## src/rtl/mem_arbiter_if.sv

```systemverilog
// Request/response bundle between the pipeline, the memory arbiter and the unified memory.
// slave is the arbiter's view; master is the pipeline-plus-memory side that drives it.
interface mem_arbiter_if;
  localparam int unsigned W = 16;

  logic         i_req;
  logic [W-1:0] i_addr;
  logic         i_flush;
  logic         i_done;
  logic [W-1:0] i_rdata;
  logic         i_stall;

  logic         d_req;
  logic         d_wr;
  logic [W-1:0] d_addr;
  logic [W-1:0] d_wdata;
  logic         d_done;
  logic [W-1:0] d_rdata;
  logic         d_stall;

  logic         m_en;
  logic         m_wr;
  logic [W-1:0] m_addr;
  logic [W-1:0] m_wdata;
  logic [W-1:0] m_rdata;
  logic         m_done;

  logic         busy;

  modport slave (
    input  i_req, i_addr, i_flush,
    input  d_req, d_wr, d_addr, d_wdata,
    input  m_rdata, m_done,
    output i_done, i_rdata, i_stall,
    output d_done, d_rdata, d_stall,
    output m_en, m_wr, m_addr, m_wdata,
    output busy
  );

  modport master (
    output i_req, i_addr, i_flush,
    output d_req, d_wr, d_addr, d_wdata,
    output m_rdata, m_done,
    input  i_done, i_rdata, i_stall,
    input  d_done, d_rdata, d_stall,
    input  m_en, m_wr, m_addr, m_wdata,
    input  busy
  );
endinterface

```

## src/rtl/mem_arbiter.sv

```systemverilog
// Shares one multi-cycle memory between fetch and data; data wins unless fetch has
// waited through STREAK consecutive data grants. Supports cancelling an in-flight fetch.
module mem_arbiter #(
  parameter int unsigned STREAK = 4
) (
  input logic         clk,
  input logic         rst,
  mem_arbiter_if.slave bus
);
  localparam int unsigned AW = 16;
  localparam int unsigned DW = 16;
  localparam int unsigned SW = (STREAK < 1) ? 1 : $clog2(STREAK + 1);

  typedef enum logic [1:0] {IDLE, I_BUSY, D_BUSY, I_DROP} state_t;

  state_t          state, state_d;
  logic [SW-1:0]   streak, streak_d;
  logic            m_en_q, m_en_d;
  logic            m_wr_q, m_wr_d;
  logic [AW-1:0]   m_addr_q, m_addr_d;
  logic [DW-1:0]   m_wdata_q, m_wdata_d;
  logic            i_done_w, d_done_w;

  always_ff @(posedge clk) begin
    if (rst) begin
      state     <= IDLE;
      streak    <= '0;
      m_en_q    <= 1'b0;
      m_wr_q    <= 1'b0;
      m_addr_q  <= '0;
      m_wdata_q <= '0;
    end else begin
      state     <= state_d;
      streak    <= streak_d;
      m_en_q    <= m_en_d;
      m_wr_q    <= m_wr_d;
      m_addr_q  <= m_addr_d;
      m_wdata_q <= m_wdata_d;
    end
  end

  // Grant decision in IDLE; every busy state returns to IDLE on m_done.
  always_comb begin
    state_d   = state;
    streak_d  = streak;
    m_en_d    = 1'b0;
    m_wr_d    = m_wr_q;
    m_addr_d  = m_addr_q;
    m_wdata_d = m_wdata_q;
    case (state)
      IDLE: begin
        if (bus.d_req && (!bus.i_req || (streak < SW'(STREAK)))) begin
          state_d   = D_BUSY;
          m_en_d    = 1'b1;
          m_wr_d    = bus.d_wr;
          m_addr_d  = bus.d_addr;
          m_wdata_d = bus.d_wdata;
          streak_d  = bus.i_req ? streak + SW'(1) : '0;
        end else if (bus.i_req) begin
          state_d  = I_BUSY;
          m_en_d   = 1'b1;
          m_wr_d   = 1'b0;
          m_addr_d = bus.i_addr;
          streak_d = '0;
        end
      end
      I_BUSY: begin
        if (bus.m_done)       state_d = IDLE;
        else if (bus.i_flush) state_d = I_DROP;
      end
      D_BUSY, I_DROP: begin
        if (bus.m_done) state_d = IDLE;
      end
      default: state_d = IDLE;
    endcase
  end

  // Completion is same-cycle with m_done; reset masks it so an abandoned op never completes.
  assign i_done_w = !rst && (state == I_BUSY) && bus.m_done && !bus.i_flush;
  assign d_done_w = !rst && (state == D_BUSY) && bus.m_done;

  assign bus.i_done  = i_done_w;
  assign bus.d_done  = d_done_w;
  assign bus.i_rdata = i_done_w ? bus.m_rdata : '0;
  assign bus.d_rdata = d_done_w ? bus.m_rdata : '0;
  assign bus.i_stall = !rst && bus.i_req && !i_done_w;
  assign bus.d_stall = !rst && bus.d_req && !d_done_w;

  assign bus.m_en    = m_en_q;
  assign bus.m_wr    = m_wr_q;
  assign bus.m_addr  = m_addr_q;
  assign bus.m_wdata = m_wdata_q;
  assign bus.busy    = (state != IDLE);
endmodule

```

## src/flat_wrapper.sv

```systemverilog
// flat-port wrapper written by rule: the top's interface ports become plain ports
module mem_arbiter_flat 
#(
  parameter int unsigned STREAK = 4
)
  (clk, rst, bus_i_req, bus_i_addr, bus_i_flush, bus_d_req, bus_d_wr, bus_d_addr, bus_d_wdata, bus_m_rdata, bus_m_done, bus_i_done, bus_i_rdata, bus_i_stall, bus_d_done, bus_d_rdata, bus_d_stall, bus_m_en, bus_m_wr, bus_m_addr, bus_m_wdata, bus_busy);
  mem_arbiter_if bus_i ();
  input logic clk;
  input logic rst;
  input wire logic [$bits(bus_i.i_req)-1:0] bus_i_req;
  input wire logic [$bits(bus_i.i_addr)-1:0] bus_i_addr;
  input wire logic [$bits(bus_i.i_flush)-1:0] bus_i_flush;
  input wire logic [$bits(bus_i.d_req)-1:0] bus_d_req;
  input wire logic [$bits(bus_i.d_wr)-1:0] bus_d_wr;
  input wire logic [$bits(bus_i.d_addr)-1:0] bus_d_addr;
  input wire logic [$bits(bus_i.d_wdata)-1:0] bus_d_wdata;
  input wire logic [$bits(bus_i.m_rdata)-1:0] bus_m_rdata;
  input wire logic [$bits(bus_i.m_done)-1:0] bus_m_done;
  output wire logic [$bits(bus_i.i_done)-1:0] bus_i_done;
  output wire logic [$bits(bus_i.i_rdata)-1:0] bus_i_rdata;
  output wire logic [$bits(bus_i.i_stall)-1:0] bus_i_stall;
  output wire logic [$bits(bus_i.d_done)-1:0] bus_d_done;
  output wire logic [$bits(bus_i.d_rdata)-1:0] bus_d_rdata;
  output wire logic [$bits(bus_i.d_stall)-1:0] bus_d_stall;
  output wire logic [$bits(bus_i.m_en)-1:0] bus_m_en;
  output wire logic [$bits(bus_i.m_wr)-1:0] bus_m_wr;
  output wire logic [$bits(bus_i.m_addr)-1:0] bus_m_addr;
  output wire logic [$bits(bus_i.m_wdata)-1:0] bus_m_wdata;
  output wire logic [$bits(bus_i.busy)-1:0] bus_busy;
  assign bus_i.i_req = bus_i_req;
  assign bus_i.i_addr = bus_i_addr;
  assign bus_i.i_flush = bus_i_flush;
  assign bus_i.d_req = bus_d_req;
  assign bus_i.d_wr = bus_d_wr;
  assign bus_i.d_addr = bus_d_addr;
  assign bus_i.d_wdata = bus_d_wdata;
  assign bus_i.m_rdata = bus_m_rdata;
  assign bus_i.m_done = bus_m_done;
  assign bus_i_done = bus_i.i_done;
  assign bus_i_rdata = bus_i.i_rdata;
  assign bus_i_stall = bus_i.i_stall;
  assign bus_d_done = bus_i.d_done;
  assign bus_d_rdata = bus_i.d_rdata;
  assign bus_d_stall = bus_i.d_stall;
  assign bus_m_en = bus_i.m_en;
  assign bus_m_wr = bus_i.m_wr;
  assign bus_m_addr = bus_i.m_addr;
  assign bus_m_wdata = bus_i.m_wdata;
  assign bus_busy = bus_i.busy;
  mem_arbiter #(.STREAK(STREAK)) u_core (.clk(clk), .rst(rst), .bus(bus_i));
endmodule
```

## config.mk

```make
export PLATFORM = sky130hd
export DESIGN_NAME = mem_arbiter_flat
export DESIGN_NICKNAME = d
export VERILOG_FILES = /design/src/rtl/mem_arbiter_if.sv /design/src/rtl/mem_arbiter.sv /design/src/flat_wrapper.sv
export SDC_FILE = /design/constraint.sdc
export NUM_CORES = 1
export LEC_CHECK = 0
export BUFFER_PORTS_ARGS = -buffer_cell sky130_fd_sc_hd__buf_4
export CORE_AREA = 2 2 79 81
export CTS_CLUSTER_DIAMETER = 40
export DETAILED_ROUTE_END_ITERATION = 12
export DIE_AREA = 0 0 81 83
export GPL_ROUTABILITY_DRIVEN = 0
export PLACE_DENSITY = 0.67
export RECOVER_POWER = 50
export SLEW_MARGIN = 25
export SYNTH_ARGS = -nofsm -noshare
export SYNTH_HDL_FRONTEND = slang
export SYNTH_SLANG_ARGS = --single-unit
```

## constraint.sdc

```tcl
create_clock -name clk -period 1.7 [get_ports clk]
set_clock_uncertainty 0.05 [all_clocks]
set_input_delay 0 -clock clk [delete_from_list [all_inputs] [get_ports clk]]
set_output_delay 0 -clock clk [all_outputs]
set_load 0.005 [all_outputs]
```

Word-level counts from Yosys, hierarchy flattened
Index checks and enable logic that the tools add are counted.
Widths: inputs -> output; s select.
{"block": "totals", "word_cells": 56, "in_bits": 71, "output_inout_bits": 71, "ff_bits": 39}
{"block": "classes", "bitwise": 1, "n_addsub": 1, "n_eq_ne": 6, "order_cmp": 1, "mux": 17, "n_reduce_logical": 24}
{"cell": "$mux 16", "n": 4}
{"cell": "$logic_and 1x1->1", "n": 10}
{"cell": "$mux 2", "n": 5}
{"cell": "$mux 3", "n": 3}
{"cell": "$pmux 2 s3", "n": 1}
{"cell": "$logic_not 1->1", "n": 5}
{"cell": "$eq 2x2->1 const B", "n": 2}
{"cell": "$mux 1", "n": 4}
{"cell": "$reduce_and 2->1", "n": 2}
{"cell": "$reduce_bool 2->1", "n": 2}
{"cell": "$reduce_or 2->1", "n": 2}
{"cell": "$add 3x1->3 const B", "n": 1}
{"cell": "$lt 3x3->1 const B", "n": 1}
{"cell": "$ne 3x2->1 const B", "n": 1}
{"cell": "$ne 3x3->1 const B", "n": 1}
{"cell": "$reduce_and 3->1", "n": 1}
{"cell": "$eq 2x1->1 const B", "n": 1}
{"cell": "$logic_not 2->1", "n": 1}
{"cell": "$ne 2x2->1 const B", "n": 1}
{"cell": "$logic_or 1x1->1", "n": 1}
{"cell": "$not 1->1", "n": 1}

Depth between registers and ports, before layout
{"block": "depth", "depth_word": 6, "ltp_mapped": 6, "mapped_depth_nobuf": 4}

Worst setup path after synthesis
OpenSTA, ideal clock, no wires.
{"block": "synth_timing", "path_type": "register to register", "start": "register u_core.state[1]", "end": "register u_core.streak[2]", "path_buffers": 0, "setup_time_ps": 70, "synth_period_minus_slack_ps": 1315, "arrival_ps": 1194, "path_slack_ps": 385, "required_time_ps": 1580, "path_stages_with_launch": 5, "path_cell_list": "dfxtp_1 -> nor2_4 -> inv_2 -> or4_1 -> a21oi_1"}
{"block": "synth_between", "elab_chain_len": 2}
{"item": "start, declared", "line_no": "mem_arbiter.sv:16", "rtl": "state_t state, state_d;"}
{"item": "start signal, assigned", "line_no": "mem_arbiter.sv:33", "rtl": "state <= state_d;"}
{"item": "$logic_not 2->1", "line_no": "mem_arbiter.sv:50", "rtl": "case (state)"}
{"item": "$reduce_and 2->1 (no line)"}
{"item": "end signal, assigned", "line_no": "mem_arbiter.sv:34", "rtl": "streak <= streak_d;"}
{"item": "end, declared", "line_no": "mem_arbiter.sv:17", "rtl": "logic [SW-1:0] streak, streak_d;"}
Every way passes these cells.
A chain may end at the register's enable or synchronous reset.

Worst setup path after layout
{"block": "layout_timing", "start": "input port rst", "end": "output port bus_d_rdata[0]"}
{"block": "layout_between", "elab_chain_len": 4}
{"item": "start, declared", "line_no": "flat_wrapper.sv:9", "rtl": "input logic rst;"}
{"item": "$logic_not 1->1", "line_no": "mem_arbiter.sv:80", "rtl": "assign d_done_w = !rst && (state == D_BUSY) && bus.m_done;"}
{"item": "$logic_and 1x1->1 (2 in a row)", "line_no": "mem_arbiter.sv:80"}
{"item": "$mux 16", "line_no": "mem_arbiter.sv:85", "rtl": "assign bus.d_rdata = d_done_w ? bus.m_rdata : '0;"}
{"item": "end, declared", "line_no": "flat_wrapper.sv:23", "rtl": "output wire logic [$bits(bus_i.d_rdata)-1:0] bus_d_rdata;"}
Every way passes these cells.

==> metrics.txt <==
top-count cell post-synth dfxtp_1; outcome complete, no violations; worst-path cell chain dlygate4sd3_1 > buf_4 > and4bb_2 > and2_1 > buf_4; register area 780.7 sq um; YS warnings 0; Root Buffer Master clkbuf_8; Worst VDD drop 0.3439 mV; Period Utilization, post-route 0.9244; Critical Path RT 1.65 ns; largest fanout on the critical path 18; Die H 83 um; cell area after synthesis 1899 sq um; Synth Net Count 313; ratio of cells with drive above 1 in the final layout 0.3700; vias in the first global route 2416; CTS buffer count 5; buffers added on ports 141; post-synth top area share 0.4111; Routed Antenna Nets 0; HPWL after detailed placement 4835 um; post-DR vias/cell 4.902; Longest Clk Path Bufs 2; DRC viols 0; area occupied by multi-input gates 1015 sq um; post-route minimum period 1.572 ns; HP Class input port to register; die area 6723 sq um; number of synthesized flops with an enable pin 0; CP top delay family buffers and inverters; Yosys cell types 28; CTS tree yes; gr ovfl total 0; Final nets 498; Synth Area per Inst 7.881 sq um; post-synthesis sequential area ratio 0.4111; P&R area growth vs syn 90.18%; Area contributors post-synth dfxtp_1 (41%), and2_1 (11%), a21oi_1 (10%); Synth area leader dfxtp_1; max incr delay on CP 0.54 ns; num rows 28; R2R setup slack 0.26 ns; endpoints failing setup 0; CP Launch Type input port; total number of vias 2461; Core Footprint 5816 sq um; Post-synth top cells dfxtp_1 (39), a21oi_1 (38), and2_1 (32), nand2_1 (32), nand3_1 (18); total track usage 0.2055; ys flop type dfxtp_1; diode count 0; Slew Limit Fails 0; TNS Setup 0 ns; clk sinks 39; Clk Latency, worst-skew pair 0.28 ns; Fillers 524; initial drt markers 112; initial antenna violation count 0; I/O pins 142; FF+latch count, synth 39; Power Total 2302 uW; most frequent cell on the critical path buf_4; number of max-cap violations 0; Fmax achieved 636.3 MHz; WL final 7049 um; Worst Path Arrival 1.52 ns; H-tree levels 2; Async S/R FF share, synth 0; die width 81 um; RSZ-0062 raised after global routing false; largest net degree at the start of global routing 31; Max-slew headroom 0.6274; first-pass GRT wire length 11250 um; Worst Tran Pin Value 0.5589 ns; Pleak 0.001650 uW; crit path kind input port to primary output; Final Hold Vio Count 0; Crit. End Element primary output; Slowest cell on crit path dlygate4sd3_1; Post-Syn Instances 241; DRT Pass-1 Iters 6; WP buf/inv 3; clock-pin slew on the worst setup and hold paths 0.07 ns; pwr/cell area 637.2 nW/um^2; Avg WL per Cell 14.04 um; Initial Util 0.3266
## final timing paths
kind | depth (start not counted) | endpoint | from
worst max-delay path | 5 | bus_d_rdata[0] | rst
worst min-delay path | 4 | u_core.streak[2] | bus_d_req
worst max register to register | 4 | u_core.bus.m_addr[5] | u_core.streak[2]
worst min register to register | 2 | u_core.bus.m_wr | u_core.bus.m_wr
## registers in the layout, summed over array words and instances, names as in the netlist
register	flops
u_core.bus.m_addr	16
u_core.bus.m_en	1
u_core.bus.m_wdata	16
u_core.bus.m_wr	1
u_core.state	2
u_core.streak	3
## report_power, final
part | internal [uW] | switching, uW
Clock | 287 | 324
Sequential | 992 | 42.9
Combinational | 377 | 279
## timing repair
item / CTS / global route
hold buffers: 52 / 0
setup buffers: 0 / 0
gates resized for setup: 0 / 1
endpoints found under the setup margin: 0 / 17
endpoints found under the hold margin: 37 / 0
## worst min-delay path, cell delays in order
cell	delay, ns
buf_4	0.13
nand3_1	0.07
or4_1	0.09
a21oi_1	0.05
## through the flow
stage	worst slack, ns	hold slack, ns	cells	utilization	instance area (sq um)
final	0.1285	0.04891	502	0.6211	3612
after global routing	0.05585	0.06530	502	0.6211	3612
after CTS	0.02746	0.04322	502	0.6239	3628
after detailed placement	0.3347	0.2222	442	0.5198	3023
after global placement	0.3750	0.2157	442	0.5198	3023
after floorplan	0.3855	0.06034	241	-	1899
## cell type report
type | instances | share of cell area
timing repair buffer | 201 | 0.4524
multi-input combinational | 178 | 0.2809
sequential | 39 | 0.2161
tap | 75 | 0.02598
clock buffer | 6 | 0.02009
clock inverter | 2 | 0.003464
inverter | 1 | 0.001039
## metal layers
layer	track usage	up-vias	routed length, um
met5	0	-	0
met4	0.05085	0	61
met3	0.04565	6	428
met2	0.3614	92	3449
met1	0.2492	1143	3111
li1	-	1220	-
## layout by cell type, fill, tap and decap left out, types with 3 or more instances in the layout
cell and instances:
clkbuf_4 30, a311oi_1 16, dlygate4sd3_1 52, nand2_1 32
and2_1 32, buf_4 113, a21oi_1 38, clkbuf_1 5
nor2b_1 3, clkbuf_8 5, dfxtp_1 39, nand3_1 18
o21ai_0 20
## cells by family (layout without fill, tap and decap cells)
| kind of cell | count (synthesis) | count (layout) | synth area share |
|---|---|---|---|
| AO/OA/AOI/OAI | 77 | 77 | 0.2411 |
| adder cells (fa/ha/maj) | 1 | 1 | 0.006587 |
| buffers and inverters | 24 | 210 | 0.05534 |
| flip-flops | 39 | 39 | 0.4111 |
| AND/OR/NAND/NOR | 100 | 100 | 0.2859 |
Power figures use the tool's default switching activity.
